[src/rtl/alu_ex_buffer_if.sv]
// Execute-to-memory handshake bundle for alu_ex_buffer.
// master: execute/memory side, slave: the buffer.
interface alu_ex_buffer_if #(
  parameter int WIDTH = 32,
  parameter int REGW  = 5
);
  logic             in_valid;
  logic             in_ready;
  logic [WIDTH-1:0] in_result;
  logic             in_zero;
  logic [REGW-1:0]  in_rd;
  logic             in_regwrite;
  logic             in_memread;
  logic             in_memwrite;
  logic [WIDTH-1:0] in_store_data;
  logic [1:0]       in_branch_type;
  logic [WIDTH-1:0] in_branch_target;

  logic             out_valid;
  logic             out_ready;
  logic [WIDTH-1:0] out_result;
  logic [REGW-1:0]  out_rd;
  logic             out_regwrite;
  logic             out_memread;
  logic             out_memwrite;
  logic [WIDTH-1:0] out_store_data;
  logic             out_branch_taken;
  logic [WIDTH-1:0] out_branch_target;

  modport master (
    output in_valid, in_result, in_zero,
    output in_rd, in_regwrite,
    output in_memread, in_memwrite,
    output in_store_data,
    output in_branch_type,
    output in_branch_target,
    input  in_ready,
    input  out_valid, out_result, out_rd,
    input  out_regwrite,
    input  out_memread, out_memwrite,
    input  out_store_data,
    input  out_branch_taken,
    input  out_branch_target,
    output out_ready
  );

  modport slave (
    input  in_valid, in_result, in_zero,
    input  in_rd, in_regwrite,
    input  in_memread, in_memwrite,
    input  in_store_data,
    input  in_branch_type,
    input  in_branch_target,
    output in_ready,
    output out_valid, out_result, out_rd,
    output out_regwrite,
    output out_memread, out_memwrite,
    output out_store_data,
    output out_branch_taken,
    output out_branch_target,
    input  out_ready
  );
endinterface

[src/rtl/alu_ex_buffer.sv]
// Two-entry skid buffer after the ALU: head drives the memory stage,
// skid absorbs one stall; resolves BEQ/BNE; counts retired results.
module alu_ex_buffer #(
  parameter int WIDTH = 32,
  parameter int REGW  = 5
) (
  input  logic        clk,
  input  logic        rst_n,
  input  logic        flush,
  alu_ex_buffer_if.slave bus,
  output logic [31:0] retire_count
);

  typedef enum logic [1:0] {
    EMPTY = 2'd0,
    ONE   = 2'd1,
    FULL  = 2'd2
  } state_t;

  typedef struct packed {
    logic [WIDTH-1:0] result;
    logic             zero;
    logic [REGW-1:0]  rd;
    logic             regwrite;
    logic             memread;
    logic             memwrite;
    logic [WIDTH-1:0] store_data;
    logic [1:0]       btype;
    logic [WIDTH-1:0] target;
  } entry_t;

  state_t state;
  entry_t head;
  entry_t skid;
  entry_t inp;
  logic   rdy_q;
  logic   vld_q;
  logic   accept;
  logic   drain;
  logic   beq_hit;
  logic   bne_hit;

  assign inp = '{
    result:     bus.in_result,
    zero:       bus.in_zero,
    rd:         bus.in_rd,
    regwrite:   bus.in_regwrite,
    memread:    bus.in_memread,
    memwrite:   bus.in_memwrite,
    store_data: bus.in_store_data,
    btype:      bus.in_branch_type,
    target:     bus.in_branch_target
  };

  assign accept = bus.in_valid & rdy_q;
  assign drain  = vld_q & bus.out_ready;

  always_ff @(posedge clk or negedge rst_n) begin
    if (!rst_n) begin
      state        <= EMPTY;
      rdy_q        <= 1'b1;
      vld_q        <= 1'b0;
      head         <= '0;
      skid         <= '0;
      retire_count <= '0;
    end else begin
      // a drain on the flush edge still completed downstream
      if (drain)
        retire_count <= retire_count + 32'd1;
      if (flush) begin
        state <= EMPTY;
        rdy_q <= 1'b1;
        vld_q <= 1'b0;
      end else begin
        unique case (state)
          EMPTY: begin
            if (accept) begin
              head  <= inp;
              state <= ONE;
              vld_q <= 1'b1;
            end
          end
          ONE: begin
            unique case ({accept, drain})
              2'b10: begin
                skid  <= inp;
                state <= FULL;
                rdy_q <= 1'b0;
              end
              2'b01: begin
                state <= EMPTY;
                vld_q <= 1'b0;
              end
              2'b11: head <= inp;
              default: ;
            endcase
          end
          FULL: begin
            // in_ready is low here, so no accept can race the move
            if (drain) begin
              head  <= skid;
              state <= ONE;
              rdy_q <= 1'b1;
            end
          end
          default: begin
            state <= EMPTY;
            rdy_q <= 1'b1;
            vld_q <= 1'b0;
          end
        endcase
      end
    end
  end

  assign beq_hit = (head.btype == 2'b01) & head.zero;
  assign bne_hit = (head.btype == 2'b10) & ~head.zero;

  assign bus.in_ready          = rdy_q;
  assign bus.out_valid         = vld_q;
  assign bus.out_result        = head.result;
  assign bus.out_rd            = head.rd;
  assign bus.out_regwrite      = head.regwrite;
  assign bus.out_memread       = head.memread;
  assign bus.out_memwrite      = head.memwrite;
  assign bus.out_store_data    = head.store_data;
  assign bus.out_branch_taken  = vld_q & (beq_hit | bne_hit);
  assign bus.out_branch_target = head.target;

endmodule

[src/flat_wrapper.sv]
// flat-port wrapper written by rule: the top's interface ports become plain ports
module alu_ex_buffer_flat 
#(
  parameter int WIDTH = 32,
  parameter int REGW  = 5
)
  (clk, rst_n, flush, retire_count, bus_in_valid, bus_in_result, bus_in_zero, bus_in_rd, bus_in_regwrite, bus_in_memread, bus_in_memwrite, bus_in_store_data, bus_in_branch_type, bus_in_branch_target, bus_in_ready, bus_out_valid, bus_out_result, bus_out_rd, bus_out_regwrite, bus_out_memread, bus_out_memwrite, bus_out_store_data, bus_out_branch_taken, bus_out_branch_target, bus_out_ready);
  alu_ex_buffer_if #(.WIDTH(WIDTH), .REGW(REGW)) bus_i ();
  input  logic clk;
  input  logic rst_n;
  input  logic flush;
  output logic [31:0] retire_count;
  input wire logic [$bits(bus_i.in_valid)-1:0] bus_in_valid;
  input wire logic [$bits(bus_i.in_result)-1:0] bus_in_result;
  input wire logic [$bits(bus_i.in_zero)-1:0] bus_in_zero;
  input wire logic [$bits(bus_i.in_rd)-1:0] bus_in_rd;
  input wire logic [$bits(bus_i.in_regwrite)-1:0] bus_in_regwrite;
  input wire logic [$bits(bus_i.in_memread)-1:0] bus_in_memread;
  input wire logic [$bits(bus_i.in_memwrite)-1:0] bus_in_memwrite;
  input wire logic [$bits(bus_i.in_store_data)-1:0] bus_in_store_data;
  input wire logic [$bits(bus_i.in_branch_type)-1:0] bus_in_branch_type;
  input wire logic [$bits(bus_i.in_branch_target)-1:0] bus_in_branch_target;
  output wire logic [$bits(bus_i.in_ready)-1:0] bus_in_ready;
  output wire logic [$bits(bus_i.out_valid)-1:0] bus_out_valid;
  output wire logic [$bits(bus_i.out_result)-1:0] bus_out_result;
  output wire logic [$bits(bus_i.out_rd)-1:0] bus_out_rd;
  output wire logic [$bits(bus_i.out_regwrite)-1:0] bus_out_regwrite;
  output wire logic [$bits(bus_i.out_memread)-1:0] bus_out_memread;
  output wire logic [$bits(bus_i.out_memwrite)-1:0] bus_out_memwrite;
  output wire logic [$bits(bus_i.out_store_data)-1:0] bus_out_store_data;
  output wire logic [$bits(bus_i.out_branch_taken)-1:0] bus_out_branch_taken;
  output wire logic [$bits(bus_i.out_branch_target)-1:0] bus_out_branch_target;
  input wire logic [$bits(bus_i.out_ready)-1:0] bus_out_ready;
  assign bus_i.in_valid = bus_in_valid;
  assign bus_i.in_result = bus_in_result;
  assign bus_i.in_zero = bus_in_zero;
  assign bus_i.in_rd = bus_in_rd;
  assign bus_i.in_regwrite = bus_in_regwrite;
  assign bus_i.in_memread = bus_in_memread;
  assign bus_i.in_memwrite = bus_in_memwrite;
  assign bus_i.in_store_data = bus_in_store_data;
  assign bus_i.in_branch_type = bus_in_branch_type;
  assign bus_i.in_branch_target = bus_in_branch_target;
  assign bus_in_ready = bus_i.in_ready;
  assign bus_out_valid = bus_i.out_valid;
  assign bus_out_result = bus_i.out_result;
  assign bus_out_rd = bus_i.out_rd;
  assign bus_out_regwrite = bus_i.out_regwrite;
  assign bus_out_memread = bus_i.out_memread;
  assign bus_out_memwrite = bus_i.out_memwrite;
  assign bus_out_store_data = bus_i.out_store_data;
  assign bus_out_branch_taken = bus_i.out_branch_taken;
  assign bus_out_branch_target = bus_i.out_branch_target;
  assign bus_i.out_ready = bus_out_ready;
  alu_ex_buffer #(.WIDTH(WIDTH), .REGW(REGW)) u_core (.clk(clk), .rst_n(rst_n), .flush(flush), .bus(bus_i), .retire_count(retire_count));
endmodule
[config.mk]
export PLATFORM = sky130hd
export DESIGN_NAME = alu_ex_buffer_flat
export DESIGN_NICKNAME = d
export VERILOG_FILES = /design/src/rtl/alu_ex_buffer_if.sv /design/src/rtl/alu_ex_buffer.sv /design/src/flat_wrapper.sv
export SDC_FILE = /design/constraint.sdc
export NUM_CORES = 1
export LEC_CHECK = 0
export ABC_AREA = 1
export CELL_PAD_IN_SITES_DETAIL_PLACEMENT = 1
export CELL_PAD_IN_SITES_GLOBAL_PLACEMENT = 1
export CORE_ASPECT_RATIO = 1.1
export CORE_MARGIN = 10
export CORE_UTILIZATION = 39
export CTS_BUF_LIST = sky130_fd_sc_hd__clkbuf_2 sky130_fd_sc_hd__clkbuf_4 sky130_fd_sc_hd__clkbuf_8
export DETAILED_ROUTE_END_ITERATION = 12
export PLACE_DENSITY_LB_ADDON = 0.08
export SETUP_SLACK_MARGIN = 0.02
export SYNTH_ARGS = -nofsm -noshare
export SYNTH_HDL_FRONTEND = slang
export SYNTH_SLANG_ARGS = --single-unit
[constraint.sdc]
create_clock -name clk -period 1.6 [get_ports clk]
set_input_delay 0.32 -clock clk [delete_from_list [all_inputs] [get_ports clk]]
set_output_delay 0.32 -clock clk [all_outputs]
set_load 0.01 [all_outputs]
==> impl_metrics.csv, run 1 <==
group,metric,value,unit
status,result_of_the_run,"complete, but fails checks",
status,failing_checks,"negative setup slack",
critical_path,critical_path.slowest_cell,"sky130_fd_sc_hd__dfrtp_1",
placement,half_perimeter_wire_length_after_placement,24500,um
logic_synthesis,synth_top_cell_area_share,52.1,%
logic_synthesis,proportion_of_synthesized_chip_area_in_sequential_cells,52.3,%
critical_path,cp_num_buf_inv,4,
global_routing,via_count_of_the_first_global_routing_pass,10900,
floorplanning,rows,67,
global_routing,globalRoute.totalOverflow,0,
logic_synthesis,ys.flop_type,"sky130_fd_sc_hd__dfrtp_1",
logic_synthesis,async_flop_share,100,%
routing,vias,11400,
global_routing,largest_net_degree_at_the_start_of_global_routing,67,
critical_path,worst_setup_path_start_kind,"flip-flop",
placement,gpl.final_weighted_congestion,0.764,
floorplanning,core_region_area,30300,um2
routing,routed_via_density,5.03,
routing,drt-total-wl,50100,um
routing,drc,0,
power_and_ir_drop,switching_share,39.0,%
logic_synthesis,mappedNetlistArea,12000,um2
floorplanning,horizontal_die_dimension,187,um
timing,layout_setup_ws,-239,ps
cts,cts-root-buf,"sky130_fd_sc_hd__clkbuf_8",
power_and_ir_drop,clockPowerShare,19.0,%
worst_hold_path,hp-class,"input port to asynchronous set/reset pin",
cts,clockBufferDepth,3,
power_and_ir_drop,relative_contribution_of_combinational_cells_to_total_power,45.2,%
floorplanning,fp.dieArea,38100,um2
global_routing,number_of_antenna_violations_at_the_first_check_in_global_routing,2,
cts,h_tree_depth,2,
power_and_ir_drop,p_leak,9.49,nW
layout,area_growth,60.5,%
global_routing,grt_pass1_wl,59100,um
job,max-cap-violations,0,
power_and_ir_drop,vdd.ir_drop.worst,0.795,mV
routing,remaining_number_of_nets_flagged_by_the_antenna_check_after_routing,0,
critical_path,path_cells,"buf_6 > nor3_4 > nand3_4 > buf_12 > buf_6 > buf_12 > nand2_4 > o21ai_1",
placement,place_inst,2048,
logic_synthesis,synthesis.instances,1498,
layout,final_core_util,63.3,%
timing,finalSetupViolations,217,
floorplanning,die_height,204,um
global_routing,grt_use_total,18.9,%
logic_synthesis,yosysTopAreaCell,"sky130_fd_sc_hd__dfrtp_1",
timing,min_period_over_period,115,%
critical_path,slowest_cell_delay_on_critical_path,420,ps
routing,detail_route.iter0.violations,599,
timing,grt_setup_unrepaired,"true",
critical_path,path_class,"flip-flop to flip-flop",
layout,final_net_count,1933,
placement,place.port_buffers,250,
routing,dr.pass1.iters,4,
floorplanning,floorplan.initialDensity,39.4,%
cts,cts_made_buffers,44,
logic_synthesis,mean_instance_size_in_the_synthesized_netlist,7.99,um2
timing,period_needed,1840,ps
critical_path,cp_data_required_time,2030,ps
power_and_ir_drop,power.density_cell_area,1620,nW/um2
cts,worstSkewPairLatency,570,ps
critical_path,crit_path_max_fanout,8,
routing,route.detailed.wl_per_inst,22.2,um
timing,worst_tran_pin_value,396,ps
logic_synthesis,cell_types_with_the_largest_area_share_after_synthesis,"sky130_fd_sc_hd__dfrtp_1 52%, sky130_fd_sc_hd__nand2_1 19%, sky130_fd_sc_hd__o21ai_0 8.7%, sky130_fd_sc_hd__buf_4 7.9%, sky130_fd_sc_hd__inv_1 4.5%",
layout,drive_above_1_share,34.7,%
logic_synthesis,yosys.cell_types.count,28,
layout,fin_cells,2260,
timing,slew_headroom,73.3,%
timing,slew_violations,0,
logic_synthesis,post-synth-top-count-cell,"sky130_fd_sc_hd__nand2_1",
cts,cts.sink_count,250,
logic_synthesis,syn_nets,1611,
logic_synthesis,synth.cells.most_frequent,"608 x sky130_fd_sc_hd__nand2_1, 249 x sky130_fd_sc_hd__dfrtp_1, 207 x sky130_fd_sc_hd__o21ai_0",
layout,num-fill-cells,3390,
timing,final_hold_viol_count,0,
power_and_ir_drop,cell_internal_pwr,0.0190,W
cts,worst_setup_hold_path_clk_slew,70,ps
floorplanning,io_pins,251,
power_and_ir_drop,switching_power,0.0121,W
timing,finalSetupTns,-22110,ps
critical_path,critical_path_arrival,2270,ps
logic_synthesis,synth_seq_cells,250,
logic_synthesis,synth_enable_flop_cells,0,
power_and_ir_drop,seq_pwr_share,35.8,%
logic_synthesis,synth_warnings,0,
timing,worst_clk_skew,26.3,ps
critical_path,critical-path-top-delay-family,"buffers and inverters",
cts,cts_tree,"built",
timing,max_freq,544,MHz
critical_path,worstSetupEndpointType,"flip-flop",
final cells by class:
cell class | count | area, um2 | area share, %
Inverter | 149 | 612 | 3.19
Multi-Input combinational cell | 930 | 5480 | 28.5
Timing Repair Buffer | 445 | 5490 | 28.6
Clock inverter | 4 | 25.0 | 0.130
Clock buffer | 66 | 808 | 4.21
Antenna cell | 2 | 5.00 | 0.0261
Tap cell | 414 | 518 | 2.70
Sequential cell | 250 | 6270 | 32.6
metrics by stage:
step	worst slack [ps]	total power, W	area, um2	hold slack (ps)
final	-239	0.0311	19200	225
after detailed placement	-491	0.0196	14400	208
after floorplan	146	0.0162	12000	24.4
after global placement	-419	0.0192	14400	211
after CTS	-181	0.0253	15700	218
after global routing	-285	0.0328	19200	234
per-layer routing:
| layer | track usage (%) | routed length, um |
|---|---|---|
| met5 | 0 | 13 |
| met3 | 4.97 | 2380 |
| met2 | 32.3 | 25800 |
| met4 | 5.68 | 1560 |
| met1 | 23.1 | 20400 |
timing repair:
item,CTS,global route
setup buffers,35,32
endpoints found under the setup margin,289,264
pin swaps,5,75
hold buffers,1,0
gates resized for setup,278,709
endpoints found under the hold margin,173,0
gates cloned,3,71
power groups by stage:
stage / clock network, W / registers (W) / logic [W]
floorplan: 0 / 0.0101 / 0.00610
global placement: 0 / 0.0104 / 0.00883
detailed placement: 0 / 0.0105 / 0.00914
CTS: 0.00598 / 0.0104 / 0.00891
global route: 0.00633 / 0.0114 / 0.0151
finish: 0.00591 / 0.0111 / 0.0141
sequential cells by signal, summed over array words and instances (netlist names):
register	count
u_core.bus.out_regwrite	1
u_core.bus.out_branch_target	32
u_core.bus.out_valid	1
u_core.retire_count	32
u_core.bus.out_memwrite	1
u_core.head	3
u_core.bus.out_store_data	32
u_core.state	2
u_core.skid	107
u_core.bus.out_memread	1
u_core.bus.out_result	32
u_core.bus.in_ready	1
u_core.bus.out_rd	5
layout by cell type, fill, tap and decap left out, drive strengths merged, types with 4 or more instances in the layout:
cell type,count
xnor2,14
dlygate4sd2,19
nand3,21
nand4,10
clkdlybuf4s50,110
clkinv,4
dfrtp,249
nor2,37
xor2,8
clkbuf,123
clkdlybuf4s15,102
o21ai,224
buf,156
inv,147
nand2,609
final timing paths:
kind | from | to | slack, ps | cells after the start
max | u_core.state[1] | u_core.skid[38] | -240 | 8
min | rst_n | u_core.skid[87] | 230 | 2
max reg2reg | u_core.state[1] | u_core.skid[38] | -240 | 8
min reg2reg | u_core.bus.out_result[13] | u_core.bus.out_result[13] | 470 | 2
max in group asynchronous | rst_n | u_core.bus.out_result[23] | 660 | 4
min in group clk | bus_in_result[7] | u_core.skid[82] | 330 | 3
worst register-to-register path, cell delays in order (launching register included):
cell and delay (ps):
sky130_fd_sc_hd__dfrtp_1 420, sky130_fd_sc_hd__buf_6 140, sky130_fd_sc_hd__nor3_4 250, sky130_fd_sc_hd__nand3_4 250, sky130_fd_sc_hd__buf_12 250, sky130_fd_sc_hd__buf_6 130
sky130_fd_sc_hd__buf_12 150, sky130_fd_sc_hd__nand2_4 60, sky130_fd_sc_hd__o21ai_1 60
cell families after synthesis:
group	after synthesis	synth area share, %
buf+inv	318	14.4
xor+xnor	22	1.61
compound gates	226	9.50
simple gates	681	22.2
fa+ha+maj	1	0.105
flops	250	52.3
(Power assumes the default switching activity.)
==> inputs of run 2 (changes only) <==
Settings changed: RECOVER_POWER from default to 100.
==> impl_metrics.csv, run 2 (synthesis results as in run 1) <==
group,metric,value,unit
layout,final_net_count,1933,
floorplanning,rows,67,
placement,half_perimeter_wire_length_after_placement,24500,um
timing,final_hold_viol_count,0,
placement,place.port_buffers,250,
routing,detail_route.iter0.violations,597,
cts,worst_setup_hold_path_clk_slew,70,ps
global_routing,grt_pass1_wl,59100,um
layout,top_register,"u_core.skid",
timing,period_needed,1840,ps
layout,layout.cells.most_common_list,"388 x sky130_fd_sc_hd__nand2_1, 241 x sky130_fd_sc_hd__dfrtp_1, 141 x sky130_fd_sc_hd__inv_1",
global_routing,grt_use_total,18.9,%
timing,max_freq,544,MHz
routing,drc,0,
cts,clockBufferDepth,3,
worst_hold_path,hp-class,"input port to flip-flop",
worst_hold_path,hold_path.startpoint,"bus_in_result[7]",
floorplanning,floorplan.initialDensity,39.4,%
critical_path,slowest_cell_delay_on_critical_path,420,ps
routing,vias,11400,
floorplanning,core_region_area,30300,um2
timing,worst_clk_skew,25.3,ps
cts,worstSkewPairLatency,570,ps
routing,drt-total-wl,50000,um
worst_hold_path,min_to,"u_core.skid[82]",
routing,remaining_number_of_nets_flagged_by_the_antenna_check_after_routing,0,
worst_hold_path,worst_hold_path_stage_count,3,
global_routing,globalRoute.totalOverflow,0,
layout,drive_above_1_share,34.5,%
placement,dpl_worst_slack,-491,ps
timing,slew_headroom,41.8,%
critical_path,path_class,"flip-flop to flip-flop",
layout,largest_reg_flops,107,
cts,cts_made_buffers,44,
floorplanning,fp.dieArea,38100,um2
layout,area_growth,59.7,%
floorplanning,io_pins,251,
status,failing_checks,"negative setup slack",
power_and_ir_drop,vdd.ir_drop.worst,0.795,mV
cts,cts.sink_count,250,
critical_path,worstSetupEndpointType,"flip-flop",
routing,dr.pass1.iters,4,
global_routing,via_count_of_the_first_global_routing_pass,10900,
status,result_of_the_run,"complete, but fails checks",
critical_path,crit-reg2reg-launch,"u_core.state[1]",
placement,gpl.final_weighted_congestion,0.764,
routing,routed_via_density,5.03,
timing,worst_tran_pin_value,874,ps
critical_path,worstReg2RegEnd,"u_core.skid[105]",
critical_path,path_cells,"buf_6 > nor3_4 > nand3_4 > buf_12 > buf_6 > buf_12 > nand2_4 > o21ai_1",
critical_path,worst_setup_path_start_kind,"flip-flop",
critical_path,ff2ff_setup_slack,-240,ps
power_and_ir_drop,power.density_cell_area,1620,nW/um2
timing,min_period_over_period,115,%
critical_path,crit_path_max_fanout,8,
routing,route.detailed.wl_per_inst,22.1,um
floorplanning,horizontal_die_dimension,187,um
timing,layout_setup_ws,-239,ps
global_routing,number_of_antenna_violations_at_the_first_check_in_global_routing,2,
timing,finalSetupTns,-21840,ps
cts,cts-root-buf,"sky130_fd_sc_hd__clkbuf_8",
critical_path,cp_data_required_time,2040,ps
critical_path,critical_path_arrival,2270,ps
critical_path,critical_path.slowest_cell,"sky130_fd_sc_hd__dfrtp_1",
floorplanning,die_height,204,um
critical_path,reg2regPathDepth,8,
layout,mostFrequentLayoutCell,"sky130_fd_sc_hd__nand2_1",
cts,h_tree_depth,2,
timing,slew_violations,0,
timing,grt_setup_unrepaired,"true",
global_routing,largest_net_degree_at_the_start_of_global_routing,67,
timing,finalSetupViolations,216,
cts,cts_tree,"built",
power_and_ir_drop,p_leak,9.46,nW
job,max-cap-violations,0,
## run 2: cell types whose count changed in the layout (fill, tap and decap cells not counted)
cell and delta:
sky130_fd_sc_hd__buf_4 -6, sky130_fd_sc_hd__buf_12 -5, sky130_fd_sc_hd__clkbuf_2 +5, sky130_fd_sc_hd__clkbuf_1 +3, sky130_fd_sc_hd__clkbuf_4 +3, sky130_fd_sc_hd__buf_6 +1, sky130_fd_sc_hd__buf_8 -1
## run 2: metrics by stage
| stage | util [%] | area, um2 | power (W) | hold slack, ps | instances |
|---|---|---|---|---|---|
| floorplan | - | 12000 | 0.0162 | 24.4 | 1498 |
| global route | 63.0 | 19100 | 0.0328 | 330 | 2258 |
| detailed placement | 47.6 | 14400 | 0.0196 | 208 | 2048 |
| finish | 63.0 | 19100 | 0.0311 | 328 | 2260 |
| global placement | 47.6 | 14400 | 0.0192 | 211 | 2048 |
| CTS | 51.6 | 15700 | 0.0253 | 218 | 2157 |
## run 2: worst max path at each step
stage	from	to	depth (start not counted)
finish	u_core.state[1]	u_core.skid[105]	8
global route	u_core.state[1]	u_core.skid[38]	8
CTS	u_core.head[74]	bus_out_branch_taken	4
detailed placement	flush	u_core.bus.out_branch_target[3]	8
global placement	flush	u_core.bus.out_branch_target[2]	8
floorplan	u_core.retire_count[0]	u_core.retire_count[20]	7
## run 2: layout make-up
cell class	instances	area, um2
Multi-Input combinational cell	930	5480
Clock inverter	4	25.0
Tap cell	414	518
Timing Repair Buffer	445	5400
Sequential cell	250	6270
Fill cell	3398	11200
Clock buffer	66	808
Inverter	149	612
Antenna cell	2	5.00
## run 2: power breakdown
part	switching [W]	total, W	internal [W]
combinational	0.00721	0.0140	0.00680
clock	0.00273	0.00591	0.00319
sequential	0.00218	0.0111	0.00895
total	0.0121	0.0311	0.0189
## run 2: worst max-delay path, delay by kind of cell (launching register included)
family	cells	cell delay, ps
buffers and inverters	4	670
and+or+nand+nor	3	540
DFF	1	420
AOI/OAI and AO/OA	1	50
## run 2: metal layers
| layer | global-route usage [%] | up-vias | part of all wire, % |
|---|---|---|---|
| met5 | 0 | - | 0.026 |
| li1 | - | 5198 | - |
| met4 | 5.68 | 2 | 3.1 |
| met2 | 32.3 | 311 | 51 |
| met1 | 23.1 | 5759 | 41 |
| met3 | 4.97 | 98 | 4.8 |
## run 2: repair_timing
item / CTS / global route
hold buffers: 1 / 0
gates resized for setup: 278 / 709
setup endpoints to repair: 289 / 264
gates cloned: 3 / 71
setup buffers: 35 / 32
pin swaps: 5 / 75
hold endpoints to repair: 173 / 0
==> RTL edit, RTL diff (settings of run 1) <==
`WIDTH` is set to 32 in 3 places; all go to 36.
--- a/src/rtl/alu_ex_buffer_if.sv
+++ b/src/rtl/alu_ex_buffer_if.sv
@@ -1,7 +1,7 @@
 // Execute-to-memory handshake bundle for alu_ex_buffer.
 // master: execute/memory side, slave: the buffer.
 interface alu_ex_buffer_if #(
-  parameter int WIDTH = 32,
+  parameter int WIDTH = 36,
   parameter int REGW  = 5
 );
   logic             in_valid;
--- a/src/rtl/alu_ex_buffer.sv
+++ b/src/rtl/alu_ex_buffer.sv
@@ -1,7 +1,7 @@
 // Two-entry skid buffer after the ALU: head drives the memory stage,
 // skid absorbs one stall; resolves BEQ/BNE; counts retired results.
 module alu_ex_buffer #(
-  parameter int WIDTH = 32,
+  parameter int WIDTH = 36,
   parameter int REGW  = 5
 ) (
   input  logic        clk,
--- a/src/flat_wrapper.sv
+++ b/src/flat_wrapper.sv
@@ -1,7 +1,7 @@
 // flat-port wrapper written by rule: the top's interface ports become plain ports
 module alu_ex_buffer_flat 
 #(
-  parameter int WIDTH = 32,
+  parameter int WIDTH = 36,
   parameter int REGW  = 5
 )
   (clk, rst_n, flush, retire_count, bus_in_valid, bus_in_result, bus_in_zero, bus_in_rd, bus_in_regwrite, bus_in_memread, bus_in_memwrite, bus_in_store_data, bus_in_branch_type, bus_in_branch_target, bus_in_ready, bus_out_valid, bus_out_result, bus_out_rd, bus_out_regwrite, bus_out_memread, bus_out_memwrite, bus_out_store_data, bus_out_branch_taken, bus_out_branch_target, bus_out_ready);
Ports: changed (6 resized); port bits go from 251 to 275. The function was not compared with the original's and may differ.
==> RTL edit against run 1 <==
  * The flow still finishes with violations (setup timing)
  * Cell area grew 5.9%
  * Power grew 9.6%
  * Clock power grew 18%
  * Die area grew 7.9%
  * Sequential share of layout area grew 1.1 points
  * Worst hold slack lost 0.014 ns
  * Area after synthesis grew 8.8%
  * Combinational power grew 6%
  * Worst setup slack gained 0.0078 ns
  * Largest power group unchanged
  * Clock skew shrank 0.0057 ns
  * Wire length grew 7.0%
  * Sequential cell count grew 24
  * Via count grew 8.7%
==> RTL edit: results (changes against run 1) <==
- Clock buffers: 82 (was 66)
- Total power: 34.1 mW (was 31.1 mW)
- Seq group: 12.1 mW (was 11.1 mW)
- #MultiIn Comb: 1016 (was 930)
- Mapped Nets: 1764 (was 1611)
- Placed Area: 15800 um^2 (was 14400 um^2)
- Failing checks: setup timing (unchanged)
- Peak supply drop: 0.954 mV (was 0.795 mV)
- Drt total wl: 53600 um (was 50100 um)
- CP max FO: 7 (was 8)
- Multi-input gate share of total cell area: 0.295 (was 0.285)
- DRT iter0 DRCs: 613 (was 599)
- Worst-Skew Late Latency: 0.60 ns (was 0.57 ns)
- Routed length on met2: 27300 um (was 25800 um)
- Setup TNS Final: -23.71 ns (was -22.11 ns)
- Final Wtd Congestion: 0.807 (was 0.764)
- Routed wire length per instance: 21.9 um (was 22.2 um)
- Max reg flops: 119 (was 107)
- Vias in the first global route: 12.6k (was 10.9k)
- Fin nets: 2103 (was 1933)
- PnR worst setup slack: -0.231 ns (was -0.239 ns)
- Fraction of area in registers: 0.338 (was 0.326)
- Post-DP HPWL: 26700 um (was 24500 um)
- P_leak: 10.3 nW (was 9.49 nW)
- Outcome: finished with violations (unchanged)
- Layout cells sized above 1: 0.404 (was 0.347)
- All-Layer GR Usage: 0.207 (was 0.189)
- Initial antenna violation count: 3 (was 2)
- CTS Buf Count: 49 (was 44)
- Synth top area cells: dfrtp_1, nand2_1, buf_4 (was dfrtp_1, nand2_1, o21ai_0)
- CP endpoint: u_core.skid[73]$_DFFE_PN0P_ (was u_core.skid[38]$_DFFE_PN0P_)
- Placed Cells: 2215 (was 2048)
- Setup violators final: 232 (was 217)
- Met2 Use GR: 0.343 (was 0.323)
- M1 GR Usage: 0.260 (was 0.231)
- Nonclk inv count: 163 (was 149)
- GR Util met3: 0.0552 (was 0.0497)
==> RTL edit: cell types whose count changed after synthesis, moves of 3 or more <==
cell      change
buf_2        +17
nand2_1      +61
dfrtp_1      +24
xnor2_1       -3
clkbuf_1     +11
inv_1        +12
o21ai_1      +62
buf_6         -4
o21ai_0      -39
buf_4         -5
nor3_1        +3
==> RTL edit: cell families after synthesis <==
| kind of cell | after synthesis | share of synthesized area |
|---|---|---|
| AO/OA/AOI/OAI | 252 | 0.0986 |
| AND/OR/NAND/NOR | 741 | 0.221 |
| adder cells (fa/ha/maj) | 1 | 0.000960 |
| XOR/XNOR | 21 | 0.0141 |
| flip-flops | 274 | 0.527 |
| buffers and inverters | 350 | 0.139 |
==> RTL edit: timing repair <==
| item | CTS | global route |
|---|---|---|
| setup endpoints to repair | 255 | 351 |
| hold buffers | 1 | 0 |
| setup buffers | 62 | 36 |
| pin swaps | 35 | 49 |
| gates cloned | 17 | 40 |
| gates resized for setup | 546 | 613 |
| endpoints found under the hold margin | 130 | 0 |
